`src/rtl/cksum_ctrl.sv`:
```
// IPv4 header-checksum refresh/verify sequencer owning the packet SRAM port.
// Refresh: CLR, RUN, WB, DONE; verify: RUN, DONE; the engine's ready paces RUN, bounded by TIMEOUT.
module cksum_ctrl #(
  parameter int TIMEOUT  = 1024,
  parameter int ADDR_BUS = 32,
  parameter int DATA_BUS = 32
) (
  input  logic                clk,
  input  logic                rst,
  input  logic                req_i,
  input  logic                mode_i,
  input  logic [ADDR_BUS-1:0] hdr_addr_i,
  input  logic [DATA_BUS-1:0] hdr_len_i,
  output logic                busy_o,
  output logic                done_o,
  output logic                ok_o,
  output logic                err_o,
  output logic [15:0]         cksum_o,
  output logic                eng_start_o,
  output logic [ADDR_BUS-1:0] eng_addr_o,
  output logic [DATA_BUS-1:0] eng_len_o,
  input  logic                eng_ready_i,
  input  logic [15:0]         eng_val_i,
  input  logic                eng_sram_ce_i,
  input  logic                eng_sram_we_i,
  input  logic [ADDR_BUS-1:0] eng_sram_addr_i,
  input  logic [3:0]          eng_sram_sel_i,
  input  logic [DATA_BUS-1:0] eng_sram_data_i,
  output logic [DATA_BUS-1:0] eng_sram_data_o,
  output logic                sram_ce_o,
  output logic                sram_we_o,
  output logic [ADDR_BUS-1:0] sram_addr_o,
  output logic [3:0]          sram_sel_o,
  output logic [DATA_BUS-1:0] sram_data_o,
  input  logic [DATA_BUS-1:0] sram_data_i
);

  localparam int CNT_W = $clog2(TIMEOUT + 1);

  typedef enum logic [2:0] {
    S_IDLE, S_CLR, S_RUN, S_WB, S_DONE, S_ERR
  } state_t;

  typedef struct packed {
    logic                ce;
    logic                we;
    logic [ADDR_BUS-1:0] addr;
    logic [3:0]          sel;
    logic [DATA_BUS-1:0] data;
  } sram_req_t;

  state_t              state_q, state_d;
  logic [ADDR_BUS-1:0] addr_q, addr_d;
  logic [DATA_BUS-1:0] len_q, len_d;
  logic                mode_q, mode_d;
  logic                ok_q, ok_d;
  logic [15:0]         cksum_q, cksum_d;
  logic [CNT_W-1:0]    cnt_q, cnt_d;

  logic                accept;
  logic                bad_param;
  logic                eng_hit;
  logic                run_expired;
  logic [ADDR_BUS-1:0] cks_byte;
  sram_req_t           ctl_req;
  sram_req_t           eng_req;
  sram_req_t           sram_req;

  assign accept      = (state_q == S_IDLE) && req_i;
  assign eng_hit     = (state_q == S_RUN) && eng_ready_i;
  assign run_expired = (cnt_q == CNT_W'(TIMEOUT - 1));
  assign bad_param   = hdr_addr_i[0]
                     | (hdr_len_i < DATA_BUS'(20))
                     | (hdr_len_i > DATA_BUS'(60))
                     | (|hdr_len_i[1:0]);

  // State register
  always_ff @(posedge clk or negedge rst) begin
    if (!rst) begin
      state_q <= S_IDLE;
      addr_q  <= '0;
      len_q   <= '0;
      mode_q  <= 1'b0;
      ok_q    <= 1'b0;
      cksum_q <= '0;
      cnt_q   <= '0;
    end else begin
      state_q <= state_d;
      addr_q  <= addr_d;
      len_q   <= len_d;
      mode_q  <= mode_d;
      ok_q    <= ok_d;
      cksum_q <= cksum_d;
      cnt_q   <= cnt_d;
    end
  end

  // Next-state logic
  always_comb begin
    state_d = state_q;
    case (state_q)
      S_IDLE: begin
        if (req_i) begin
          if (bad_param)   state_d = S_ERR;
          else if (mode_i) state_d = S_RUN;
          else             state_d = S_CLR;
        end
      end
      S_CLR:  state_d = S_RUN;
      S_RUN: begin
        if (eng_ready_i)      state_d = mode_q ? S_DONE : S_WB;
        else if (run_expired) state_d = S_ERR;
      end
      S_WB:   state_d = S_DONE;
      S_DONE: state_d = S_IDLE;
      S_ERR:  state_d = S_IDLE;
      default: state_d = S_IDLE;
    endcase
  end

  // Request latches, result capture and RUN cycle counter
  always_comb begin
    addr_d  = accept ? hdr_addr_i : addr_q;
    len_d   = accept ? hdr_len_i  : len_q;
    mode_d  = accept ? mode_i     : mode_q;
    cksum_d = cksum_q;
    ok_d    = ok_q;
    if (accept) begin
      cksum_d = '0;
      ok_d    = 1'b0;
    end else if (eng_hit) begin
      cksum_d = eng_val_i;
      ok_d    = mode_q ? (eng_val_i == 16'h0000) : 1'b1;
    end
    cnt_d = (state_q == S_RUN) ? cnt_q + CNT_W'(1) : '0;
  end

  assign cks_byte = addr_q + ADDR_BUS'(10);

  // Controller-owned SRAM access: only CLR and WB touch the checksum field
  always_comb begin
    ctl_req = '0;
    if ((state_q == S_CLR) || (state_q == S_WB)) begin
      ctl_req.ce   = 1'b1;
      ctl_req.we   = 1'b1;
      ctl_req.addr = cks_byte >> 2;
      ctl_req.sel  = cks_byte[1] ? 4'b0011 : 4'b1100;
      if (state_q == S_WB)
        ctl_req.data = cks_byte[1] ? DATA_BUS'({16'h0000, cksum_q})
                                   : DATA_BUS'({cksum_q, 16'h0000});
    end
  end

  assign eng_req = '{ce:   eng_sram_ce_i,
                     we:   eng_sram_we_i,
                     addr: eng_sram_addr_i,
                     sel:  eng_sram_sel_i,
                     data: eng_sram_data_i};

  assign sram_req = (state_q == S_RUN) ? eng_req : ctl_req;

  // Output logic
  always_comb begin
    busy_o      = (state_q != S_IDLE);
    done_o      = (state_q == S_DONE) || (state_q == S_ERR);
    ok_o        = (state_q == S_DONE) && ok_q;
    err_o       = (state_q == S_ERR);
    cksum_o     = cksum_q;
    eng_start_o = (state_q == S_RUN);
    eng_addr_o  = (state_q == S_RUN) ? addr_q : '0;
    eng_len_o   = (state_q == S_RUN) ? len_q  : '0;
    sram_ce_o   = sram_req.ce;
    sram_we_o   = sram_req.we;
    sram_addr_o = sram_req.addr;
    sram_sel_o  = sram_req.sel;
    sram_data_o = sram_req.data;
  end

  assign eng_sram_data_o = sram_data_i;

endmodule

```
`config.mk`:
```
export PLATFORM = sky130hd
export DESIGN_NAME = cksum_ctrl
export DESIGN_NICKNAME = d
export VERILOG_FILES = /design/src/rtl/cksum_ctrl.sv
export SDC_FILE = /design/constraint.sdc
export NUM_CORES = 1
export LEC_CHECK = 0
export ABC_AREA = 0
export CELL_PAD_IN_SITES_DETAIL_PLACEMENT = 0
export CELL_PAD_IN_SITES_GLOBAL_PLACEMENT = 1
export CORE_MARGIN = 2
export CORE_UTILIZATION = 24
export DETAILED_ROUTE_END_ITERATION = 12
export GPL_TIMING_DRIVEN = 0
export PLACE_DENSITY_LB_ADDON = 0.1
export SETUP_SLACK_MARGIN = 0.15
export SYNTH_ARGS = -nofsm -noshare
export SYNTH_HDL_FRONTEND = slang
export SYNTH_SLANG_ARGS = --single-unit
```
`constraint.sdc`:
```
create_clock -name clk -period 2.2 [get_ports clk]
set_input_delay 0.66 -clock clk [delete_from_list [all_inputs] [get_ports clk]]
set_output_delay 0.66 -clock clk [all_outputs]
set_load 0.02 [all_outputs]
```
# Word-level counts from Yosys, hierarchy flattened
# Index checks and enable logic that the tools add are counted.
[totals]
ff_bits = 96
output_inout_bits = 187
elab_cells = 53
[classes]
addsub = 2
magnitude_cmp = 2
eq_ne = 8
mux = 20
bitwise = 3
n_reduce_logical = 11
[ops]
columns = ["op", "n"]
rows = [
  ["70-bit two-way mux", 2],
  ["32-bit two-way mux", 4],
  ["32-bit by 4-bit adder with 32-bit output, second input constant", 1],
  ["32-bit by 6-bit greater-than comparator with 1-bit output, second input constant", 1],
  ["32-bit by 5-bit less-than comparator with 1-bit output, second input constant", 1],
  ["16-bit two-way mux", 2],
  ["16-bit logical NOT", 1],
  ["3-bit two-way mux", 5],
  ["3-bit one-hot mux with 4 select lines", 1],
  ["11-bit by 1-bit adder with 11-bit output, second input constant", 1],
  ["11-bit by 10-bit equality test with 1-bit output, second input constant", 1],
  ["11-bit two-way mux", 1],
  ["3-bit by 2-bit equality test with 1-bit output, second input constant", 2],
  ["3-bit equality test, second input constant", 2],
  ["4-bit two-way mux", 1],
  ["3-bit by 1-bit equality test with 1-bit output, second input constant", 1],
  ["1-bit logical AND", 3],
  ["3-bit logical NOT", 1],
  ["1-bit two-way mux", 3],
  ["3-bit by 1-bit inequality test with 1-bit output, second input constant", 1],
  ["1-bit OR", 3],
  ["3-bit nonzero test", 1],
  ["1-bit logical OR", 2],
  ["2-bit two-way mux", 1],
  ["4 further kinds", 4],
]

# Longest topological paths before layout
# Gate-level depths: netlist (run 1).
[logic_depth]
word_depth = 7
depth_mapped = 9

# Worst setup path before layout (run 1)
# OpenSTA, ideal clock, no wires.
[synth_timing]
path_type = "flip-flop to output port"
start = "reg state_q[2]"
end = "out sram_addr_o[11]"
arrival_time_ps = 1757
required_time_ps = 1540
slack_ps = -217
path_stages_with_launch = 9
n_path_buf = 4
path_cell_list = "dfrtp_1 -> buf_6 -> or3b_1 -> buf_2 -> clkinv_4 -> buf_2 -> buf_2 -> nand2_1 -> o21ai_0"
[synth_via]
elab_cells_between_ends = 6
cone_classes = "eq/ne (3); mux (2); reduce/logical (1)"
[synth_rtl]
columns = ["item", "line", "text"]
rows = [
  ["start, declared", "52", "state_t state_q, state_d;"],
  ["start signal, assigned", "88", "state_q <= state_d;"],
  ["3-bit by 2-bit equality test with 1-bit output", "n/a", ""],
  ["via eng_start_o", "19", "output logic eng_start_o,"],
  ["70-bit two-way mux", "160", "assign sram_req = (state_q == S_RUN) ? eng_req : ctl_req;"],
  ["end, declared", "32", "output logic [ADDR_BUS-1:0] sram_addr_o,"],
]
# The timed path passes the listed nets, and every way through them passes these cells.

# Worst setup path in the final report (run 1)
[layout_timing]
start = "reg addr_q[1]"
end = "out sram_addr_o[29]"
[layout_via]
elab_chain_len = 3
[layout_lines]
columns = ["item", "line", "text"]
rows = [
  ["start, declared", "53", "logic [ADDR_BUS-1:0] addr_q, addr_d;"],
  ["start signal, assigned", "89", "addr_q <= addr_d;"],
  ["32-bit by 4-bit adder with 32-bit output", "138", "assign cks_byte = addr_q + ADDR_BUS'(10);"],
  ["70-bit two-way mux", "143", "if ((state_q == S_CLR) || (state_q == S_WB)) begin"],
  ["70-bit two-way mux", "160", ""],
]
# Every way passes these cells.

==> results of run 1 <==
[registers in the layout, summed over array words and instances (netlist names)]
register and flops:
addr_q 32, cksum_o 16, cnt_q 11, len_q 32
mode_q 1, ok_q 1, state_q 3
[area by class of cell]
cell class	instances	area, um2	share of cell area [%]
plain buffers	77	975	7.38
clock inverters	7	92.6	0.701
diodes	1	2.50	0.0189
inverters	4	30.0	0.227
repair buffers	456	4880	36.9
flip-flops and latches	96	2420	18.3
well taps	330	413	3.12
multi-input cells	435	4160	31.5
repair inverters	1	16.3	0.123
clock buffers	9	225	1.70
[cells in the mapped netlist, types with 2 or more instances]
| cell | number | area share, % |
|---|---|---|
| sky130_fd_sc_hd__dfrtp_1 | 96 | 40 |
| sky130_fd_sc_hd__and2_1 | 71 | 7.4 |
| sky130_fd_sc_hd__mux2_2 | 65 | 12 |
| sky130_fd_sc_hd__a22o_1 | 51 | 7.4 |
| sky130_fd_sc_hd__nand2_1 | 42 | 2.6 |
| sky130_fd_sc_hd__buf_4 | 32 | 4.0 |
| sky130_fd_sc_hd__nor2_1 | 32 | 2.0 |
| sky130_fd_sc_hd__clkbuf_1 | 23 | 1.4 |
| sky130_fd_sc_hd__buf_2 | 18 | 1.5 |
| sky130_fd_sc_hd__nand3_1 | 16 | 1.3 |
| sky130_fd_sc_hd__o21ai_0 | 14 | 1.2 |
| sky130_fd_sc_hd__and4_1 | 13 | 1.9 |
| sky130_fd_sc_hd__nand4_1 | 11 | 1.1 |
| sky130_fd_sc_hd__nor4_1 | 11 | 1.1 |
| sky130_fd_sc_hd__xor2_1 | 10 | 1.5 |
| sky130_fd_sc_hd__a221o_1 | 9 | 1.5 |
| sky130_fd_sc_hd__and3_1 | 9 | 0.93 |
| sky130_fd_sc_hd__a21oi_1 | 8 | 0.66 |
| sky130_fd_sc_hd__nor3_1 | 8 | 0.66 |
| sky130_fd_sc_hd__o211ai_1 | 7 | 0.87 |
| sky130_fd_sc_hd__or4_1 | 7 | 0.87 |
| sky130_fd_sc_hd__xnor2_1 | 7 | 1.0 |
| sky130_fd_sc_hd__a31oi_1 | 6 | 0.62 |
| sky130_fd_sc_hd__a41oi_1 | 6 | 0.87 |
| sky130_fd_sc_hd__buf_6 | 4 | 0.75 |
| sky130_fd_sc_hd__inv_1 | 3 | 0.19 |
| sky130_fd_sc_hd__nor3b_1 | 3 | 0.37 |
| sky130_fd_sc_hd__nor4b_1 | 3 | 0.44 |
| sky130_fd_sc_hd__a211o_1 | 2 | 0.29 |
| sky130_fd_sc_hd__a211oi_1 | 2 | 0.25 |
| sky130_fd_sc_hd__ha_1 | 2 | 0.41 |
| sky130_fd_sc_hd__nor2b_1 | 2 | 0.21 |
| sky130_fd_sc_hd__o21a_1 | 2 | 0.25 |
[cells by family (layout without fill, tap and decap cells)]
kind of cell,Yosys count,after routing,share of synthesized area [%]
AND/OR/NAND/NOR,237,238,22.4
other,0,1,0
AO/OA/AOI/OAI,112,112,14.6
buffers and inverters,81,554,7.99
XOR/XNOR,17,17,2.47
flip-flops,96,96,39.8
multiplexers,66,66,12.3
adder cells (fa/ha/maj),2,2,0.415
[power by group through the flow]
stage          sequential (W)  clock (W)  combinational (W)
5_1_grt               0.00351    0.00186             0.0112
3_3_place_gp          0.00341          0            0.00782
4_1_cts               0.00336    0.00181            0.00946
3_5_place_dp          0.00343          0            0.00783
2_1_floorplan         0.00333          0            0.00479
6_report              0.00338    0.00177             0.0106
[worst register-to-register path, cell delays in order (launching register included)]
cell                       delay (ps)
sky130_fd_sc_hd__dfrtp_1          380
sky130_fd_sc_hd__buf_6            130
sky130_fd_sc_hd__or3b_4           370
sky130_fd_sc_hd__buf_8            150
sky130_fd_sc_hd__clkinv_8          60
sky130_fd_sc_hd__buf_12            90
sky130_fd_sc_hd__buf_8             90
sky130_fd_sc_hd__buf_6             80
sky130_fd_sc_hd__and2_4           130
sky130_fd_sc_hd__buf_6            120
sky130_fd_sc_hd__nor2_4            80
sky130_fd_sc_hd__buf_6            140
sky130_fd_sc_hd__a22o_1           190
[metrics by stage]
stage	setup WS, ps	instances	hold slack [ps]
final	-576	1416	245
after global routing	-655	1415	277
after CTS	-604	1373	257
after detailed placement	-912	1283	485
after global placement	-3750	1282	481
after floorplan	-126	611	364
[layer usage]
metal	vias to the layer above	wire length, um	GRT usage [%]
met5	-	13	0
met4	2	324	3.90
met3	25	1530	4.30
met2	183	13600	33.2
met1	3175	11500	24.3
li1	3151	-	-
[final timing paths]
check | start | endpoint | slack [ps] | cells past startpoint
setup reg to reg | state_q[2] | cksum_o[8] | 90 | 12
setup / recovery | addr_q[1] | sram_addr_o[29] | -580 | 7
hold reg to reg | len_q[13] | len_q[13] | 510 | 1
hold / removal | rst | cksum_o[8] | 250 | 1
max in group asynchronous | rst | addr_q[8] | 1210 | 2
min in group clk | len_q[13] | len_q[13] | 510 | 1
[timing repair]
item / CTS / global route
setup buffers: 63 / 35
endpoints found under the hold margin: 0 / 0
hold buffers: 0 / 0
gates cloned: 11 / 7
resized for setup: 890 / 173
setup endpoints to repair: 185 / 186
pin swaps: 33 / 77
==> metrics.yaml, run 1 <==
worst-endpoint-arrival_ps: 2120
synth.yosys.seq_area_share_pct: 39.8
max_cap_viol_count: 0
highest_cell_delay_on_the_worst_timing_path_ps: 430
die-height_um: 163
final-setup-viol-count: 133
layout.cells.most_common: "sky130_fd_sc_hd__clkdlybuf4s50_1"
relSlewSlack_pct: 57.7
synth.cell_area_um2: 6030
p_sw_w: 0.00633
drt_first_iter_violations: 209
finish.instance_area_um2: 13200
placementRows: 58
placement.io_buffers: 341
place_area_um2: 10800
synth_async_reset_ratio_pct: 100
leakagePower_nw: 5.96
globalRoute.totalOverflow: 0
clockPowerShare_pct: 11.2
initial_core_util_pct: 24.2
crit_path_cell_trace: "ha_4, or2_4, clkbuf_16, and3_4, and4_1, a221o_1, buf_6"
critical_path_class: "reg -> out"
skew_ps: 11.4
crit_path_max_fanout: 6
worstHoldPathType: "in -> async"
timing_worst_slew_pin_value_ps: 629
finalHoldViolCount: 0
total_die_area_um2: 26400
clock-sinks: 96
post_drt_wl_per_cell_um: 19.1
share_of_layout_cells_above_drive_strength_1_pct: 56.5
seq_power_share_pct: 21.4
place_hpwl_um: 18800
count_of_cell_types_in_the_netlist: 49
number_of_antenna_violations_at_the_first_check_in_global_routing: 1
die_x_um: 163
grt_start_max_net_pins: 64
grt_use_total_pct: 19.1
status: "complete, but fails checks"
detail_route.vias_per_cell: 4.62
tritoncts: "built"
ys_ff_latch: 96
commonest_cells_after_routing_fill_and_taps_aside: "sky130_fd_sc_hd__clkdlybuf4s50_1, sky130_fd_sc_hd__buf_6, sky130_fd_sc_hd__buf_4, sky130_fd_sc_hd__dfrtp_1, sky130_fd_sc_hd__and2_4"
timing.final.ws_setup_ps: -576
via_count: 6536
fmaxAchievable_ghz: 0.360
worst_setup_hold_path_clk_slew_ps: 80
synthToLayoutAreaGrowth_pct: 119
cp-end-kind: "output pin"
final_antenna_net_count: 0
syn-instance-count: 611
detailedRoute.firstPassIterationCount: 4
comb_power_share_pct: 67.4
post-route-min-period_ps: 2780
worstPathRequired_ps: 1540
final.period_utilization_pct: 126
crit_buf_inv: 2
internal_power_w: 0.00946
synth_nets: 800
power_density_normalized_to_cell_area_nw_per_um2: 1200
finalCoreUtilization_pct: 53.1
synth_top_flop_cell: "sky130_fd_sc_hd__dfrtp_1"
route.detailed.drc: 0
synth-edff-count: 0
cts_max_path_buffers: 2
grt_first_pass_wirelength_um: 38900
setup_total_negative_slack_ps: -61610
rsz0062_at_grt: "true"
total_power_w: 0.0158
clk_root_buffer_cell: "sky130_fd_sc_hd__clkbuf_16"
cts.htree.levels: 3
cts_buffers: 9
switching_share_pct: 40.1
power.ir.vdd_worst_uv: 499
finalWeightedCongestion: 0.723
path_delay_family: "simple AND/OR/NAND/NOR gates"
coreArea_um2: 24900
clk_latency_ps: 360
fillCellCount: 2267
final_net_count: 1269
critPathSlowestCell: "sky130_fd_sc_hd__dfrtp_1"
worstSetupStartpointType: "flop"
avgSynthCellArea_um2: 9.87
post_route_wl_um: 27000
vias_in_the_first_global_route: 6445
synth.yosys.warnings: 0
final-max-slew-violation-count: 0
ios: 374
violations: "setup timing"
Power figures use the tool's default switching activity.
==> inputs of run 2 (changes only) <==
--- a/config.mk
+++ b/config.mk
@@ -6,6 +6,7 @@
 export NUM_CORES = 1
 export LEC_CHECK = 0
 export ABC_AREA = 0
+export ABC_CLOCK_PERIOD_IN_PS = 2200
 export CELL_PAD_IN_SITES_DETAIL_PLACEMENT = 0
 export CELL_PAD_IN_SITES_GLOBAL_PLACEMENT = 1
 export CORE_MARGIN = 2
==> results of run 2 <==
The final DEF is identical to that of run 1; final timing and power are the same.
